==> src/rtl/word_unpacker_pkg.sv <==
// Shared types and width helpers for the word_unpacker streaming width converter.
package word_unpacker_pkg;

  localparam bit LANE_ORDER_LSB = 1'b0;
  localparam bit LANE_ORDER_MSB = 1'b1;

  typedef enum logic [0:0] {
    ST_IDLE = 1'b0,
    ST_EMIT = 1'b1
  } state_e;

  function automatic int lane_count(input int in_w, input int out_w);
    return in_w / out_w;
  endfunction

  function automatic int idx_width(input int n);
    return (n < 2) ? 1 : $clog2(n);
  endfunction

  function automatic int cnt_width(input int n);
    return $clog2(n + 1);
  endfunction

endpackage

==> src/rtl/word_unpacker_lane_select.sv <==
// Combinational lane multiplexer: picks lane idx_i out of a packed wide word.
module word_unpacker_lane_select
  import word_unpacker_pkg::*;
#(
  parameter int IN_W  = 128,
  parameter int OUT_W = 8,
  localparam int N    = lane_count(IN_W, OUT_W),
  localparam int IW   = idx_width(N)
) (
  input  logic [IN_W-1:0]  data_i,
  input  logic [IW-1:0]    idx_i,
  output logic [OUT_W-1:0] lane_o
);

  always_comb begin
    lane_o = '0;
    for (int i = 0; i < N; i++) begin
      if (idx_i == IW'(i)) begin
        lane_o = data_i[i*OUT_W +: OUT_W];
      end
    end
  end

endmodule

==> src/rtl/word_unpacker.sv <==
// Accepts one wide word per handshake and streams its first K lanes out one per cycle.
module word_unpacker
  import word_unpacker_pkg::*;
#(
  parameter int IN_W      = 128,
  parameter int OUT_W     = 8,
  parameter bit MSB_FIRST = 1'b0,
  localparam int N        = lane_count(IN_W, OUT_W),
  localparam int IW       = idx_width(N),
  localparam int CW       = cnt_width(N)
) (
  input  logic             clk,
  input  logic             rst,
  input  logic             in_valid,
  output logic             in_ready,
  input  logic [IN_W-1:0]  in_data,
  input  logic [CW-1:0]    in_count,
  output logic             out_valid,
  input  logic             out_ready,
  output logic [OUT_W-1:0] out_data,
  output logic [IW-1:0]    out_idx,
  output logic             out_last
);

  localparam logic [IW-1:0] TOP_IDX = IW'(N - 1);

  state_e          state_q, state_d;
  logic [IN_W-1:0] hold_q, hold_d;
  logic [IW-1:0]   cnt_q, cnt_d;
  logic [IW-1:0]   last_q, last_d;
  logic [IW-1:0]   idx_q, idx_d;
  logic            last_flag_q, last_flag_d;
  logic [CW-1:0]   k_eff_s;
  logic            xfer_s;
  logic            accept_s;

  assign out_valid = (state_q == ST_EMIT);
  assign out_idx   = idx_q;
  assign out_last  = last_flag_q;
  assign xfer_s    = out_valid && out_ready;
  // Ready again in the same cycle the final lane leaves, so words stream without a bubble.
  assign in_ready  = (state_q == ST_IDLE) || (xfer_s && last_flag_q);
  assign accept_s  = in_valid && in_ready;

  always_comb begin
    if ((in_count == '0) || (in_count > CW'(N))) begin
      k_eff_s = CW'(N);
    end else begin
      k_eff_s = in_count;
    end
  end

  always_comb begin
    state_d = state_q;
    hold_d  = hold_q;
    cnt_d   = cnt_q;
    last_d  = last_q;
    if (accept_s) begin
      state_d = ST_EMIT;
      hold_d  = in_data;
      cnt_d   = '0;
      last_d  = IW'(k_eff_s - CW'(1));
    end else if (xfer_s) begin
      if (last_flag_q) begin
        state_d = ST_IDLE;
        cnt_d   = '0;
      end else begin
        cnt_d = cnt_q + IW'(1);
      end
    end else begin
      cnt_d = cnt_q;
    end

    // Index and last flag are precomputed so both leave the block straight from flops.
    if (state_d == ST_EMIT) begin
      idx_d       = (MSB_FIRST == LANE_ORDER_MSB) ? (TOP_IDX - cnt_d) : cnt_d;
      last_flag_d = (cnt_d == last_d);
    end else begin
      idx_d       = '0;
      last_flag_d = 1'b0;
    end
  end

  always_ff @(posedge clk or posedge rst) begin
    if (rst) begin
      state_q     <= ST_IDLE;
      hold_q      <= '0;
      cnt_q       <= '0;
      last_q      <= '0;
      idx_q       <= '0;
      last_flag_q <= 1'b0;
    end else begin
      state_q     <= state_d;
      hold_q      <= hold_d;
      cnt_q       <= cnt_d;
      last_q      <= last_d;
      idx_q       <= idx_d;
      last_flag_q <= last_flag_d;
    end
  end

  word_unpacker_lane_select #(
    .IN_W  (IN_W),
    .OUT_W (OUT_W)
  ) u_lane_select (
    .data_i (hold_q),
    .idx_i  (idx_q),
    .lane_o (out_data)
  );

endmodule

==> config.mk <==
export PLATFORM = sky130hd
export DESIGN_NAME = word_unpacker
export DESIGN_NICKNAME = d
export VERILOG_FILES = /design/src/rtl/word_unpacker_pkg.sv /design/src/rtl/word_unpacker_lane_select.sv /design/src/rtl/word_unpacker.sv
export SDC_FILE = /design/constraint.sdc
export NUM_CORES = 1
export LEC_CHECK = 0
export CORE_MARGIN = 2
export CORE_UTILIZATION = 40
export DETAILED_ROUTE_END_ITERATION = 8
export PLACE_DENSITY = 0.66
export SLEW_MARGIN = 40
export SYNTH_ARGS = -nofsm -noshare
export SYNTH_HDL_FRONTEND = slang
export SYNTH_SLANG_ARGS = --single-unit
==> constraint.sdc <==
create_clock -name clk -period 5.2 [get_ports clk]
set_clock_uncertainty 0.15 [all_clocks]
set_input_delay 0.52 -clock clk [delete_from_list [all_inputs] [get_ports clk]]
set_output_delay 0.52 -clock clk [all_outputs]
set_load 0.1 [all_outputs]
==> metrics.md <==
| Metric | Value |
|---|---|
| Total power density per cell area | around 670 nW/um^2 |
| Antenna violation net count after detailed routing | 0 |
| Number of buffers on the longest clock path | 2 |
| Fill cells | around 1.6k |
| Die outline width | roughly 140 microns |
| Worst reg-to-reg setup slack | about 2.5 ns |
| Routed len/inst | 16.7 microns |
| RD Place Congestion | 0.890 |
| Power Total | between 6000 and 7000 uW |
| Time the worst path needs with I/O delays and setup | 3.66 ns |
| Max cap viols | 0 |
| I/O Pins | between 150 and 200 |
| Ant. Diodes | 0 |
| Placeable core area | approximately 17000 sq um |
| Status | finished clean |
| Post-layout nets | roughly 1.1k |
| Worst setup SP type | flop |
| Number of sinks on the clock net | roughly 140 |
| Prevailing post-synth register cell | dfrtp_1 |
| Share of the yosys chip area belonging to registers | 0.517 |
| Number of hold buffers added after CTS | 0 |
| Met1 capacity usage during global routing | 0.321 |
| Final Hold Vio Count | 0 |
| Number of clock buffers inserted by TritonCTS | 17 |
| Number of nets in the synthesized netlist | ~950 |
| Count of standard-cell rows | 47 |
| Layer with the highest usage | met2 |
| DRC violations left | 0 |
| Leakage power of the design | ~0.0044 uW |
| Number of violations reported at the end of detailed-routing iteration 0 | between 500 and 600 |
| Placed wire-length estimate after detailed placement | ~14000 microns |
| Maximum net fanout on the critical path | 17 |
| Skew-Pair Late Insertion Delay | around 0.42 ns |
| Number of global-route vias before repair | 5895 |
| Post-route clock period utilization | 0.704 |
| Gate count after technology mapping | slightly above 800 |
| GR met2 Demand/Resource | 0.332 |
| Area added between synthesis and finish | 31.8% |
| Kind of path behind the tightest hold check | in -> async |
| Routing usage on met3 | 0.0518 |
| Overall routing resource usage | 0.220 |
| Synthesized cell area | around 6900 sq um |
| Number of buffers added for setup after CTS | 0 |
| Number of vias per cell | 5.10 |
| Number of failing setup endpoints in the final timing report | 0 |
| Footprint of the flip-flops and latches | between 3000 and 4000 sq um |
| Flip-flop and latch count after synthesis | around 140 |
| H-tree lvl count | 4 |
| Relative max-transition margin | 0.483 |
| Sort of element at the end of the critical path | output port |
| # port buffers | 151 |
| Async set or reset register ratio after synthesis | 1.00 |
| Worst path arrival time | ~3.0 ns |
| Die Height | 135 microns |
| Multi-input combinational cell area | just over 3000 sq um |
| Fmax achieved | 273 MHz |
| Maximum number of pins on one net before global-route repair | about 110 |
| Measured slew at the worst slew-check pin | 0.776 ns |
| Count of cell types in the netlist | between 50 and 60 |
| Drt pass-1 iters | 5 |
| Max Slew Vio Count | 0 |
| RSZ-0062 raised after global routing | false |
| Accumulated negative setup slack | 0 ns |
| Reg clk slew, reported paths | approximately 0.06 ns |
| Clock tree root driver cell | clkbuf_16 |
| Global-route wire length before repair | slightly above 30000 microns |
| Number of gates resized after CTS | 0 |
| Peak supply drop | 0.000463 V |
| Data required time at the worst endpoint | 4.53 ns |
| Routed wire length | between 15000 and 20000 microns |
| Die Outline Area | roughly 18000 sq um |
| Initial cell density of the core | 0.411 |
| Number of enable-type register cells in the synthesized netlist | 0 |
| Kind of critical path | reg -> out |
| Remaining global-route overflow | 0 |
| Fraction of final layout cells with drive strength greater than 1 | 0.0783 |
| Via count | ~5.9k |
| CTS tree | built |
| Antenna violations before repair | 0 |
| Mean instance size in the synthesized netlist | between 8 and 9 sq um |
| Yosys warning count | 0 |
power breakdown:
group	internal, uW	switching [uW]
Combinational	959	1810
Sequential	1620	479
Clock	752	434
flip-flops by register name (all words and copies together), names as in the netlist:
signal	count
cnt_q	4
hold_q	128
last_q	4
out_idx	4
out_last	1
out_valid	1
cell usage in the layout (no fill, tap or decap), types with 4 or more instances in the layout:
cell type	n
a21oi_1	11
a221oi_1	4
a22oi_1	5
a2bb2oi_1	5
buf_2	7
buf_4	14
clkbuf_1	4
clkbuf_16	17
clkbuf_8	4
clkdlybuf4s50_1	136
dfrtp_1	140
inv_1	5
mux2_2	12
mux2i_1	19
mux4_2	4
nand2_1	394
nand2b_1	12
nand3_1	6
nor2_1	20
nor2b_1	9
o211ai_1	4
o21ai_0	23
o221ai_1	4
o22ai_1	16
or3_1	4
cells by family after synthesis:
family	share of synthesized area
fa+ha+maj	0.00364
compound gates	0.0991
simple gates	0.275
xor+xnor	0.00383
flops	0.517
mux	0.0649
buf+inv	0.0364
layout make-up:
type,count,area share
clock buffer,25,0.0547
clock inverter,6,0.00912
inverter,7,0.00373
multi-input combinational,607,0.340
sequential,142,0.393
tap,220,0.0304
timing repair buffer,158,0.169
worst max-delay path, stage by stage (launching register included):
cell and delay, ns:
dfrtp_1 0.78, clkinv_1 0.61, o211ai_1 0.25, a221oi_1 0.11, a221oi_1 0.33, o32ai_1 0.21, buf_4 0.27
path summary, 6_finish.rpt:
path,to,start,cells after the start
setup / recovery,out_data[7],out_idx[1],6
hold / removal,cnt_q[1],rst,2
setup reg to reg,hold_q[7],out_valid,5
hold reg to reg,hold_q[102],hold_q[102],2
max in group asynchronous,hold_q[116],rst,3
min in group clk,hold_q[102],hold_q[102],2
synth_stat cells (all sizes together), types with 6 or more instances:
| master | instances | area (sq um) |
|---|---|---|
| mux2 | 14 | 165 |
| nand3 | 6 | 30.0 |
| o21ai | 23 | 115 |
| mux2i | 19 | 190 |
| nor2b | 9 | 56.3 |
| a21oi | 11 | 55.1 |
| inv | 6 | 22.5 |
| nor2 | 20 | 75.1 |
| buf | 24 | 126 |
| dfrtp | 142 | 3550 |
| nand2 | 395 | 1480 |
| nand2b | 12 | 75.1 |
| o22ai | 16 | 100 |
| clkbuf | 26 | 97.6 |
stage by stage:
stage,area [sq um],hold slack (ns),util,setup slack [ns],cells
after floorplan,6870,0.287,-,0.378,806
after global placement,8470,0.302,0.507,1.88,1133
after detailed placement,8450,0.309,0.506,1.86,1133
after CTS,9030,0.322,0.540,1.55,1164
after global routing,9050,0.339,0.542,1.37,1165
final,9050,0.317,0.542,1.54,1165
per-layer routing:
metal  part of all wire  wire, microns
met1               0.48           9240
met2               0.45           8740
met5                  0              0
met3              0.060           1170
met4              0.014            269
Note: power is estimated with default switching activity, not from simulation.
